$ cat src/rtl/ram_stream_pkg.sv
// Shared types and constants for the RAM stream reader.
package ram_stream_pkg;

  // Reader sequencing states.
  typedef enum logic [1:0] {
    IDLE  = 2'd0,
    READ  = 2'd1,
    DRAIN = 2'd2,
    DONE  = 2'd3
  } state_e;

  // Capture buffer depth: one word per cycle of RAM latency plus one for a stalled sink.
  localparam int FIFO_DEPTH = 2;

  // Width of the capture buffer occupancy count (0..FIFO_DEPTH).
  localparam int OCC_W = $clog2(FIFO_DEPTH + 1);

  // Word counts run 0..2**aw inclusive, so they need one bit more than an address.
  function automatic int cnt_width(input int aw);
    return aw + 1;
  endfunction

endpackage

$ cat src/rtl/ram_rd_skid_fifo.sv
// Two-entry registered FIFO of {last, data}. Entry 0 is always the head, so the
// head outputs come straight from flops.
module ram_rd_skid_fifo
  import ram_stream_pkg::*;
#(
  parameter int DATA_WIDTH = 32
) (
  input  logic                  clk,
  input  logic                  rst,
  input  logic                  push,
  input  logic [DATA_WIDTH-1:0] push_data,
  input  logic                  push_last,
  input  logic                  pop,
  output logic [DATA_WIDTH-1:0] head_data,
  output logic                  head_last,
  output logic                  head_valid,
  output logic [OCC_W-1:0]      occupancy
);

  logic [DATA_WIDTH-1:0] data0_q, data0_d, data1_q, data1_d;
  logic                  last0_q, last0_d, last1_q, last1_d;
  logic [OCC_W-1:0]      occ_q, occ_d;
  logic                  do_pop;

  // A pop against an empty buffer is a no-op.
  assign do_pop = pop && (occ_q != '0);

  // Next entry contents and occupancy for push/pop combinations.
  always_comb begin
    data0_d = data0_q;
    data1_d = data1_q;
    last0_d = last0_q;
    last1_d = last1_q;
    occ_d   = occ_q;
    case (occ_q)
      OCC_W'(0): begin
        if (push) begin
          data0_d = push_data;
          last0_d = push_last;
          occ_d   = OCC_W'(1);
        end
      end
      OCC_W'(1): begin
        if (push && do_pop) begin
          data0_d = push_data;
          last0_d = push_last;
        end else if (push) begin
          data1_d = push_data;
          last1_d = push_last;
          occ_d   = OCC_W'(2);
        end else if (do_pop) begin
          occ_d   = OCC_W'(0);
        end
      end
      default: begin
        // Full: the reader never pushes here without a simultaneous pop.
        if (do_pop) begin
          data0_d = data1_q;
          last0_d = last1_q;
          if (push) begin
            data1_d = push_data;
            last1_d = push_last;
          end else begin
            occ_d   = OCC_W'(1);
          end
        end
      end
    endcase
  end

  // Entry and occupancy registers.
  always_ff @(posedge clk) begin
    if (rst) begin
      data0_q <= '0;
      data1_q <= '0;
      last0_q <= 1'b0;
      last1_q <= 1'b0;
      occ_q   <= '0;
    end else begin
      data0_q <= data0_d;
      data1_q <= data1_d;
      last0_q <= last0_d;
      last1_q <= last1_d;
      occ_q   <= occ_d;
    end
  end

  assign head_data  = data0_q;
  assign head_last  = last0_q;
  assign head_valid = (occ_q != '0);
  assign occupancy  = occ_q;

endmodule

$ cat src/rtl/ram_stream_reader.sv
// Read-side master for one block-RAM port: sweeps a wrapping address range and
// presents the words as a valid/ready stream, hiding the 1-cycle read latency.
//
// state | meaning
// IDLE  | waiting for start
// READ  | issuing reads while the capture buffer has room
// DRAIN | all reads issued, waiting for the last-word handshake
// DONE  | one-cycle completion pulse
module ram_stream_reader
  import ram_stream_pkg::*;
#(
  parameter int DATA_WIDTH = 32,
  parameter int ADDR_WIDTH = 10
) (
  input  logic                  clk,
  input  logic                  rst,
  input  logic                  start,
  input  logic [ADDR_WIDTH-1:0] base_addr,
  input  logic [ADDR_WIDTH:0]   word_count,
  output logic                  busy,
  output logic                  done,
  output logic [ADDR_WIDTH-1:0] ram_addr,
  input  logic [DATA_WIDTH-1:0] ram_rdata,
  output logic [DATA_WIDTH-1:0] m_data,
  output logic                  m_valid,
  output logic                  m_last,
  input  logic                  m_ready
);

  localparam int CNT_W = cnt_width(ADDR_WIDTH);

  state_e                state_q, state_d;
  logic [ADDR_WIDTH-1:0] cur_addr_q, cur_addr_d;
  logic [CNT_W-1:0]      remaining_q, remaining_d;
  logic                  inflight_q, inflight_d;
  logic                  inflight_last_q, inflight_last_d;
  logic                  busy_q, busy_d;
  logic                  done_q, done_d;

  logic                  pop;
  logic                  issue;
  logic                  head_last;
  logic [OCC_W-1:0]      fifo_occ;

  assign pop = m_valid && m_ready;

  // Issue only if the word could not overflow the buffer:
  // occupancy + inflight - pop < FIFO_DEPTH, rearranged to avoid underflow.
  assign issue = (state_q == READ) &&
                 (({1'b0, fifo_occ} + {{OCC_W{1'b0}}, inflight_q}) <
                  ((OCC_W+1)'(FIFO_DEPTH) + {{OCC_W{1'b0}}, pop}));

  // The RAM port always sees the current address; non-issuing cycles are harmless reads.
  assign ram_addr = cur_addr_q;

  // Next-state, address and count sequencing.
  always_comb begin
    state_d         = state_q;
    cur_addr_d      = cur_addr_q;
    remaining_d     = remaining_q;
    inflight_d      = issue;
    inflight_last_d = issue && (remaining_q == CNT_W'(1));
    case (state_q)
      IDLE: begin
        if (start) begin
          cur_addr_d  = base_addr;
          remaining_d = word_count;
          state_d     = (word_count == '0) ? DONE : READ;
        end
      end
      READ: begin
        if (issue) begin
          cur_addr_d  = ADDR_WIDTH'(cur_addr_q + 1'b1);
          remaining_d = CNT_W'(remaining_q - 1'b1);
          if (remaining_q == CNT_W'(1)) begin
            state_d = DRAIN;
          end
        end
      end
      DRAIN: begin
        if (pop && head_last) begin
          state_d = DONE;
        end
      end
      default: begin
        state_d = IDLE;
      end
    endcase
    busy_d = (state_d == READ) || (state_d == DRAIN);
    done_d = (state_d == DONE);
  end

  // FSM, counters and registered status outputs.
  always_ff @(posedge clk) begin
    if (rst) begin
      state_q         <= IDLE;
      cur_addr_q      <= '0;
      remaining_q     <= '0;
      inflight_q      <= 1'b0;
      inflight_last_q <= 1'b0;
      busy_q          <= 1'b0;
      done_q          <= 1'b0;
    end else begin
      state_q         <= state_d;
      cur_addr_q      <= cur_addr_d;
      remaining_q     <= remaining_d;
      inflight_q      <= inflight_d;
      inflight_last_q <= inflight_last_d;
      busy_q          <= busy_d;
      done_q          <= done_d;
    end
  end

  assign busy = busy_q;
  assign done = done_q;

  // Capture buffer: words land one cycle after their read issued.
  ram_rd_skid_fifo #(
    .DATA_WIDTH(DATA_WIDTH)
  ) u_fifo (
    .clk        (clk),
    .rst        (rst),
    .push       (inflight_q),
    .push_data  (ram_rdata),
    .push_last  (inflight_last_q),
    .pop        (pop),
    .head_data  (m_data),
    .head_last  (head_last),
    .head_valid (m_valid),
    .occupancy  (fifo_occ)
  );

  assign m_last = m_valid && head_last;

endmodule

$ cat config.mk
export PLATFORM = sky130hd
export DESIGN_NAME = ram_stream_reader
export DESIGN_NICKNAME = d
export VERILOG_FILES = /design/src/rtl/ram_stream_pkg.sv /design/src/rtl/ram_rd_skid_fifo.sv /design/src/rtl/ram_stream_reader.sv
export SDC_FILE = /design/constraint.sdc
export NUM_CORES = 1
export LEC_CHECK = 0
export ABC_AREA = 1
export CAP_MARGIN = 10
export CORE_MARGIN = 2
export CORE_UTILIZATION = 29
export CTS_BUF_LIST = sky130_fd_sc_hd__clkbuf_4
export CTS_CLUSTER_DIAMETER = 40
export DETAILED_ROUTE_END_ITERATION = 6
export SLEW_MARGIN = 20
export SYNTH_ARGS = -nofsm -noshare
export SYNTH_HDL_FRONTEND = slang
export SYNTH_HIERARCHICAL = 1
export SYNTH_SLANG_ARGS = --single-unit
export TNS_END_PERCENT = 10
$ cat constraint.sdc
create_clock -name clk -period 1.8 [get_ports clk]
set_input_delay 0.27 -clock clk [delete_from_list [all_inputs] [get_ports clk]]
set_output_delay 0.27 -clock clk [all_outputs]
set_load 0.01 [all_outputs]
# [Word level (Yosys, flattened, before mapping)]
# Cells that the tools add are included.
[word_totals] input_bits=57 reg_bits=95 output_inout_bits=46 elab_cells=86
[op_classes] bitwise_logic=1 n_mux=35 magnitude_cmp=1 n_addsub=4 reduce_logical=19 n_eq_ne=14
[ops] cell="two-way mux 32 bit" n=6
[ops] cell="one-hot mux 32 bit (2 select lines)" n=2
[ops] cell="two-way mux 11 bit" n=2
[ops] cell="two-way mux 2 bit" n=11
[ops] cell="one-hot mux 11 bit (2 select lines)" n=1
[ops] cell="two-way mux 10 bit" n=2
[ops] cell="one-hot mux 10 bit (2 select lines)" n=1
[ops] cell="equality test 11 x 1 -> 1 bit, second input constant" n=1
[ops] cell="zero test 11 bit" n=1
[ops] cell="subtractor 11 x 1 -> 11 bit, second input constant" n=1
[ops] cell="adder 10 x 1 -> 10 bit, second input constant" n=1
[ops] cell="AND reduction 3 bit" n=3
[ops] cell="inequality test 2 bit, second input constant" n=4
[ops] cell="logical AND 1 bit" n=7
[ops] cell="equality test 2 x 1 -> 1 bit, second input constant" n=3
[ops] cell="equality test 2 bit, second input constant" n=3
[ops] cell="two-way mux 1 bit" n=6
[ops] cell="one-hot mux 2 bit (3 select lines)" n=1
[ops] cell="nonzero test 2 bit" n=3
[ops] cell="AND reduction 5 bit" n=1
[ops] cell="zero test 2 bit" n=2
[ops] cell="one-hot mux 1 bit (2 select lines)" n=2
[ops] cell="one-hot mux 2 bit (2 select lines)" n=1
[ops] cell="adder 2 x 1 -> 3 bit" n=1
[ops] cell="other kinds (8)" n=8

# [Longest topological paths before layout]
# Gate-level depths: netlist of the first run.
[logic_depth] ltp_word=9 mapped_depth=12 mapped_depth_nobuf=12

# [By module]
# Netlist of the first run, hierarchy kept.
[modules_own_cells] module="ram_rd_skid_fifo" seq_area_each_um2=1361.3 n_inst=1 cells_each=521 area_each_um2=3265.6
[modules_own_cells] module="ram_stream_reader" seq_area_each_um2=540.5 n_inst=1 cells_each=268 area_each_um2=1701.6

# [Least setup slack after synthesis of the first run]
# Ideal clock, no wire load.
[synth_path] path_kind="reg2reg" start="reg u_fifo.occ_q[1] (netlist: u_fifo/occupancy[1])" end="reg busy_q (netlist: busy)" path_slack_ns=0.112 required_time_ns=1.671 path_stages_with_launch=13 setup_ns=0.129 arrival_ns=1.559 n_path_buf=0 synth_period_minus_slack_ns=1.688 cell_sequence="dfxtp_1 inv_2 nand2_1 nand2_1 o21ai_2 nand2_4 inv_1 nand2_1 nand2_1 nand2_1 ha_1 inv_1 nor2_1"
[synth_between] elab_chain_len=9 word_cells_on_any_way=13 classes_between="add/sub: 2; order compare: 1; eq/ne: 2; mux: 3; reduce/logical: 5"
[synth_lines] element="start, declared" line="ram_rd_skid_fifo.sv:22" rtl="logic [OCC_W-1:0] occ_q, occ_d;"
[synth_lines] element="start signal, assigned" line="ram_rd_skid_fifo.sv:78" rtl="occ_q <= '0;"
[synth_lines] element="start signal, assigned" line="ram_rd_skid_fifo.sv:84" rtl="occ_q <= occ_d;"
[synth_lines] element="nonzero test 2 bit (*)" line="ram_rd_skid_fifo.sv:90" rtl="assign head_valid = (occ_q != '0);"
[synth_lines] element="net m_valid" line="ram_stream_reader.sv:25" rtl="output logic m_valid,"
[synth_lines] element="logical AND 1 bit (*)" line="ram_stream_reader.sv:45" rtl="assign pop = m_valid && m_ready;"
[synth_lines] element="adder 2 x 1 -> 3 bit" line="ram_stream_reader.sv:51" rtl="((OCC_W+1)'(FIFO_DEPTH) + {{OCC_W{1'b0}}, pop}));"
[synth_lines] element="< comparator 3 bit" line="ram_stream_reader.sv:50" rtl="(({1'b0, fifo_occ} + {{OCC_W{1'b0}}, inflight_q}) <"
[synth_lines] element="logical AND 1 bit" line="ram_stream_reader.sv:49" rtl="assign issue = (state_q == READ) &&"
[synth_lines] element="two-way mux 2 bit" line="ram_stream_reader.sv:72" rtl="if (issue) begin"
[synth_lines] element="one-hot mux 2 bit (3 select lines) (*)" line="ram_stream_reader.sv:63" rtl="case (state_q)"
[synth_lines] element="net state_d[0]" line="ram_stream_reader.sv:32" rtl="state_e state_q, state_d;"
[synth_lines] element="equality test 2 x 1 -> 1 bit / equality test 2 bit (equally long branches)" line="ram_stream_reader.sv:89" rtl="busy_d = (state_d == READ) || (state_d == DRAIN);"
[synth_lines] element="logical OR 1 bit (*)" line="ram_stream_reader.sv:89"
[synth_lines] element="net busy_d" line="ram_stream_reader.sv:37" rtl="logic busy_q, busy_d;"
[synth_lines] element="end signal, assigned" line="ram_stream_reader.sv:109" rtl="busy_q <= busy_d;"
[synth_lines] element="end, declared" line="ram_stream_reader.sv:37"
# Mark *: on every way through the listed nets, which the timed path passes. The rest lies on a longest branch.
# A chain may end at the register's enable or synchronous reset.

# [Final worst setup path of the first run]
[layout_path] start="reg cur_addr_q[5] (netlist: ram_addr[5])" end="out ram_addr[5]"
[layout_rtl] element="start, declared" line="ram_stream_reader.sv:33" rtl="logic [ADDR_WIDTH-1:0] cur_addr_q, cur_addr_d;"
[layout_rtl] element="start signal, assigned" line="ram_stream_reader.sv:105" rtl="cur_addr_q <= cur_addr_d;"
[layout_rtl] element="end, declared" line="ram_stream_reader.sv:22" rtl="output logic [ADDR_WIDTH-1:0] ram_addr,"
# No word-level cell between the ends.

==> results of run 1 <==
[final cells by class]
cell class | count | area (µm²) | area share [%]
Antenna cell | 1 | 2.50 | 0.0389
Clock buffer | 9 | 67.6 | 1.05
Clock inverter | 7 | 80.1 | 1.24
Inverter | 99 | 374 | 5.81
Multi-Input combinational cell | 551 | 2450 | 38.0
Sequential cell | 95 | 1910 | 29.7
Tap cell | 220 | 275 | 4.27
Timing Repair Buffer | 129 | 1280 | 19.9
[routing by layer]
metal | wire length [µm] | vias up | part of all wire, % | GRT usage, %
li1 | - | 2630 | - | -
met1 | 5910 | 2122 | 49 | 18.1
met2 | 5310 | 97 | 44 | 21.8
met3 | 783 | 9 | 6.4 | 4.69
met4 | 141 | 0 | 1.2 | 3.80
met5 | 0 | - | 0 | 0
[flip-flops by register name, indices dropped and copies added, names as in the netlist]
name / count
inflight_q: 1
u_fifo/data1_q: 32
u_fifo/head_last: 1
u_fifo/head_data: 32
ram_addr: 10
state_q: 2
u_fifo/occupancy: 2
u_fifo/last1_q: 1
inflight_last_q: 1
busy: 1
done: 1
remaining_q: 11
[stage by stage]
step	area, µm²	utilization [%]
final	6440	38.7
after global routing	6440	38.7
after CTS	6430	38.6
after detailed placement	6270	37.7
after global placement	6270	37.7
after floorplan	4970	-
[repair_timing]
action	CTS	global route
hold buffers	0	0
gates cloned	0	0
buffers inserted	1	0
endpoints found under the setup margin	4	6
gates resized for setup	6	8
[synthesized netlist by cell type, types with 2 or more instances]
master,n
buf_1,4
o21ai_1,8
nor2_1,140
buf_2,12
clkbuf_1,14
dfxtp_1,95
inv_2,4
a21oi_1,57
ha_1,6
nand2_4,2
buf_4,6
or2_2,3
o21ai_0,51
inv_1,94
and2_1,2
nand3_1,50
nand2_1,213
nor4_1,2
buf_6,8
nand4_1,2
nor3_1,4
[path summary, 6_finish.rpt]
path                            cells past startpoint               to            start
worst max-delay path                                1      ram_addr[5]      ram_addr[5]
worst min-delay path                                3      ram_addr[2]     base_addr[2]
worst max register to register                      9      ram_addr[1]       inflight_q
worst min register to register                      2  remaining_q[10]  remaining_q[10]
[power by group]
| part | internal, mW | switching [mW] |
|---|---|---|
| clock network | 0.441 | 0.814 |
| logic | 0.605 | 0.726 |
| registers | 2.27 | 0.111 |
| total | 3.31 | 1.65 |
[cell families after synthesis]
logic type / Yosys count
and+or+nand+nor: 422
DFF: 95
buffers and inverters: 143
adders and majority gates: 6
AOI/OAI and AO/OA: 123
==> impl_metrics.tcl, run 1 <==
set metrics [dict create \
    grt_max_degree 69 \
    cts_tree "yes" \
    powerDensity_nw_per_um2 771 \
    wl_um 12100 \
    async_reset_ff_share_pct 0 \
    grt_overflow_total 0 \
    synth-seq-cells 95 \
    final_common_cell "nand2_1" \
    row_count 47 \
    synth_mux_area_share_pct 0 \
    synthXorXnorAreaFrac_pct 0 \
    synth-simple-area-share_pct 34.6 \
    slew_violations 0 \
    ys_warn_count 6 \
    synthesis.nets 852 \
    critical_path_required_ns 1.53 \
    pin_count 103 \
    coreArea_um2 16600 \
    fin_cells 1111 \
    synth_area_leader_cell "dfxtp_1" \
    syn_area_um2 4970 \
    status "finished clean" \
    relSlewSlack_pct 58.5 \
    drtIter0Drc 300 \
    p_total_mw 4.97 \
    synth-compound-area-share_pct 12.8 \
    hold_path_class "in -> reg" \
    fin_hold_ws_ns 0.413 \
    postSynthCellCount 789 \
    die_h_um 135 \
    synth_top_family_by_area "simple AND/OR/NAND/NOR gates" \
    die_width_um 135 \
    maxCapViolations 0 \
    r2r_setup_slack_ns 0.13 \
    ir_worst_vdd_uv 354 \
    place_ws_ns -0.117 \
    cts.sinks 95 \
    tightest_slew_ns 0.623 \
    placedCellCount 1093 \
    finalHoldViolCount 0 \
    clk_pin_slew_ns 0.16 \
    timing.fmax_mhz 579 \
    avgRoutedWirePerCell_um 10.9 \
    synth_adder_area_share_pct 1.51 \
    cp_top_family "buffers and inverters" \
    crit_path_max_incr_delay_ns 0.56 \
    antenna_found_initial 1 \
    areaGrowthSynthToFinish_pct 29.7 \
    clock_latency_ns 0.48 \
    setup_viol 0 \
    num_vias 4858 \
    clock_skew_ns 0.0137 \
    cts_max_path_buffers 2 \
    crit_slowest_cell "clkdlybuf4s50_1" \
    grt_pass1_vias 4280 \
    ys_seq_area_share_pct 38.3 \
    synthTopCellsByArea "dfxtp_1 (38%), nand2_1 (16%), nor2_1 (11%), inv_1 (7.1%), a21oi_1 (5.7%)" \
    critPathBufInv 1 \
    route.detailed.drc 0 \
    drive_gt1_share_pct 8.20 \
    synth_ff_type "dfxtp_1" \
    gp_congestion 0.822 \
    path_max_fanout 4 \
    fin_ws_ns 0.0736 \
    drtPass1Iterations 6 \
    grt_usage_pct 13.9 \
    synth_edf_count 0 \
    nNetsFinal 948 \
    cts_made_buffers 9 \
    tns_ns 0 \
    htree_levels 3 \
    synth.avg_cell_area_um2 6.30 \
    final_cell_mix "nand2_1 (210), nor2_1 (140), clkdlybuf4s50_1 (100), inv_1 (94), dfxtp_1 (86)" \
    critical_path_class "reg -> out" \
    p_leak_nw 2.91 \
    start_util_pct 29.8 \
    dieArea_um2 18200 \
    yosysUniqueCellTypes 33 \
    start_kind "flip-flop" \
    viasPerCell 4.37 \
    grt_pass1_wl_um 20500 \
    crit_chain "clkdlybuf4s50_1" \
    n_fill_cell 1789 \
    critPathCaptureType "output pin" \
    synth_top_area_share_pct 38.3 \
    numPortBuffers 102 \
    finalCritPeriodShare_pct 95.9 \
    detail-route-antenna-nets 0 \
    clockRootBuffer "clkbuf_4" \
    hpwl_um 7990 \
    rsz0062_at_grt "yes" \
    crit_arrival_ns 1.46 \
    final.min_clock_period_ns 1.73 \
]
No activity file was read; power rests on OpenSTA's default activity.
==> run 2, diff against run 1 <==
- CTS_CLUSTER_DIAMETER: 40 -> 200
==> results of run 2 <==
The final DEF is identical to that of run 1; final timing and power are the same.
==> run 3, diff against run 2 <==
- CORE_MARGIN: 2 -> 8
==> run 3 against run 2 <==
- global-route usage fell by 1.9 points
- largest cell class unchanged
- clock power is 3% lower
- first-iteration DRC count is 8.7% higher
- sequential share of layout area down 0.24 points
- largest power group unchanged
- hold slack better by 0.017 ns
- die area increased by 19%
==> impl_metrics.tcl, run 3 (same netlist as run 1, synthesis figures left out) <==
set metrics [dict create \
    crit_arrival_ns 1.45 \
    cts_tree "yes" \
    viasPerCell 4.39 \
    grt_max_degree 43 \
    antenna_cells 0 \
    placedCellCount 1096 \
    crit_start "ram_addr[5]" \
    grt_pass1_vias 4322 \
    start_util_pct 29.2 \
    placed_area_um2 6310 \
    coreArea_um2 17000 \
    p_total_mw 4.96 \
    crit_path_max_incr_delay_ns 0.57 \
    critPathCaptureType "output pin" \
    critPathBufInv 1 \
    drtPass1Iterations 5 \
    htree_levels 3 \
    critical_path_class "reg -> out" \
    crit_cells 1 \
    clk_pin_slew_ns 0.17 \
    powerDensity_nw_per_um2 765 \
    final_cell_mix "nand2_1 (210), nor2_1 (140), clkdlybuf4s50_1 (99), inv_1 (94), dfxtp_1 (88)" \
    route.detailed.drc 0 \
    r2r_start "u_fifo/occupancy[0]" \
    dieArea_um2 21600 \
    cts_hold_buf 0 \
    row_count 48 \
    fin_cells 1112 \
    clock_latency_ns 0.48 \
    internal-power_mw 3.32 \
    start_kind "flip-flop" \
    grt_usage_pct 11.9 \
    numPortBuffers 102 \
    pwr-share-seq_pct 48.0 \
    final.min_clock_period_ns 1.72 \
    n_fill_cell 1837 \
    gp_congestion 0.797 \
    p_leak_nw 2.93 \
    hpwl_um 8860 \
    fin_hold_ws_ns 0.430 \
    crit_chain "clkdlybuf4s50_1" \
    r2r_setup_slack_ns 0.14 \
    swShare_pct 33.0 \
    avgRoutedWirePerCell_um 11.6 \
    fin_area_um2 6490 \
    cp_top_family "buffers and inverters" \
    timing.rr.end "busy" \
    ir_worst_vdd_uv 357 \
    regArea_um2 1910 \
    nNetsFinal 946 \
    crit_slowest_cell "clkdlybuf4s50_1" \
    cts_made_buffers 9 \
    comb_power_share_pct 27.7 \
    wl_um 12900 \
    pin_count 103 \
    critPathCapture "ram_addr[5]" \
    tightest_slew_ns 0.416 \
    grt_overflow_total 0 \
    maxCapViolations 0 \
    cts_max_path_buffers 2 \
    grt_pass1_wl_um 21600 \
    clockRootBuffer "clkbuf_4" \
    drtIter0Drc 326 \
    finalHoldViolCount 0 \
    cts.sinks 95 \
    die_h_um 147 \
    rsz0062_at_grt "no" \
    multi_input_area_um2 2460 \
    critical_path_required_ns 1.53 \
    path_max_fanout 4 \
    slew_violations 0 \
    clock_skew_ns 0.0256 \
    final_common_cell "nand2_1" \
    relSlewSlack_pct 72.3 \
    setup_viol 0 \
    p_sw_mw 1.64 \
    detail-route-antenna-nets 0 \
    finalCritPeriodShare_pct 95.5 \
    hold_path_class "in -> reg" \
    die_width_um 147 \
    p_clk_share_pct 24.3 \
    timing.fmax_mhz 582 \
    status "finished clean" \
    antenna_found_initial 0 \
    rr_worst_depth 11 \
    areaGrowthSynthToFinish_pct 30.6 \
    drive_gt1_share_pct 7.78 \
    num_vias 4877 \
]
[run 3: cell count changes in the layout (fill, tap and decap cells not counted), sizes merged]
cell	previous run	this run
clkinv	3	2
diode	1	0
dlymetal6s2s	0	1
clkdlybuf4s50	100	99
buf	27	25
[run 3: tightest hold or removal path, cell delays in order]
cell	delay [ns]
clkdlybuf4s50_1	0.40
inv_1	0.06
nand3_1	0.07
nand2_1	0.05
nor2_1	0.03
[run 3: metrics by stage]
stage	setup WS (ns)	setup TNS (ns)	utilization [%]
after floorplan	0.112	0	-
after global placement	-0.0453	-0.0453	37.1
after detailed placement	-0.0707	-0.0707	37.1
after CTS	0.0108	0	38.0
after global routing	0.00410	0	38.2
final	0.0814	0	38.2
[run 3: cell type report]
type | count | share of cell area [%]
Clock buffer | 9 | 1.04
Timing Repair Buffer | 127 | 20.3
Sequential cell | 95 | 29.5
Clock inverter | 6 | 1.06
Tap cell | 225 | 4.34
Multi-Input combinational cell | 551 | 37.9
Inverter | 99 | 5.84
[run 3: what timing repair did]
item	4_1_cts	5_1_grt
endpoints found under the hold margin	0	0
resized for setup	8	8
pin swaps	0	1
setup buffers	1	0
setup endpoints to repair	5	6
[run 3: how the worst min path moves through the flow]
stage | start | end | slack (ns) | cells after the start
after floorplan | rst | remaining_q[5] | 0.34 | 1
after global placement | u_fifo/data1_q[6] | u_fifo/data1_q[6] | 0.46 | 2
after detailed placement | u_fifo/data1_q[0] | u_fifo/data1_q[0] | 0.47 | 2
after CTS | ram_rdata[0] | u_fifo/data1_q[0] | 0.37 | 5
after global routing | ram_rdata[24] | u_fifo/data1_q[24] | 0.39 | 5
final | ram_rdata[4] | u_fifo/data1_q[4] | 0.43 | 5
[run 3: layer usage]
layer / vias to the layer above / track usage [%] / share of wire (%)
met5: - / 0 / 0
met4: 0 / 3.09 / 1.1
met3: 11 / 4.68 / 7.9
met2: 136 / 17.6 / 41
met1: 2100 / 15.8 / 50
li1: 2630 / - / -
[run 3: power groups by stage]
stage	clock, mW	sequential (mW)	combinational, mW
4_1_cts	1.28	2.38	1.38
3_5_place_dp	0	2.42	1.37
2_1_floorplan	0	2.45	0.782
5_1_grt	1.37	2.41	1.55
3_3_place_gp	0	2.42	1.37
6_report	1.21	2.38	1.37
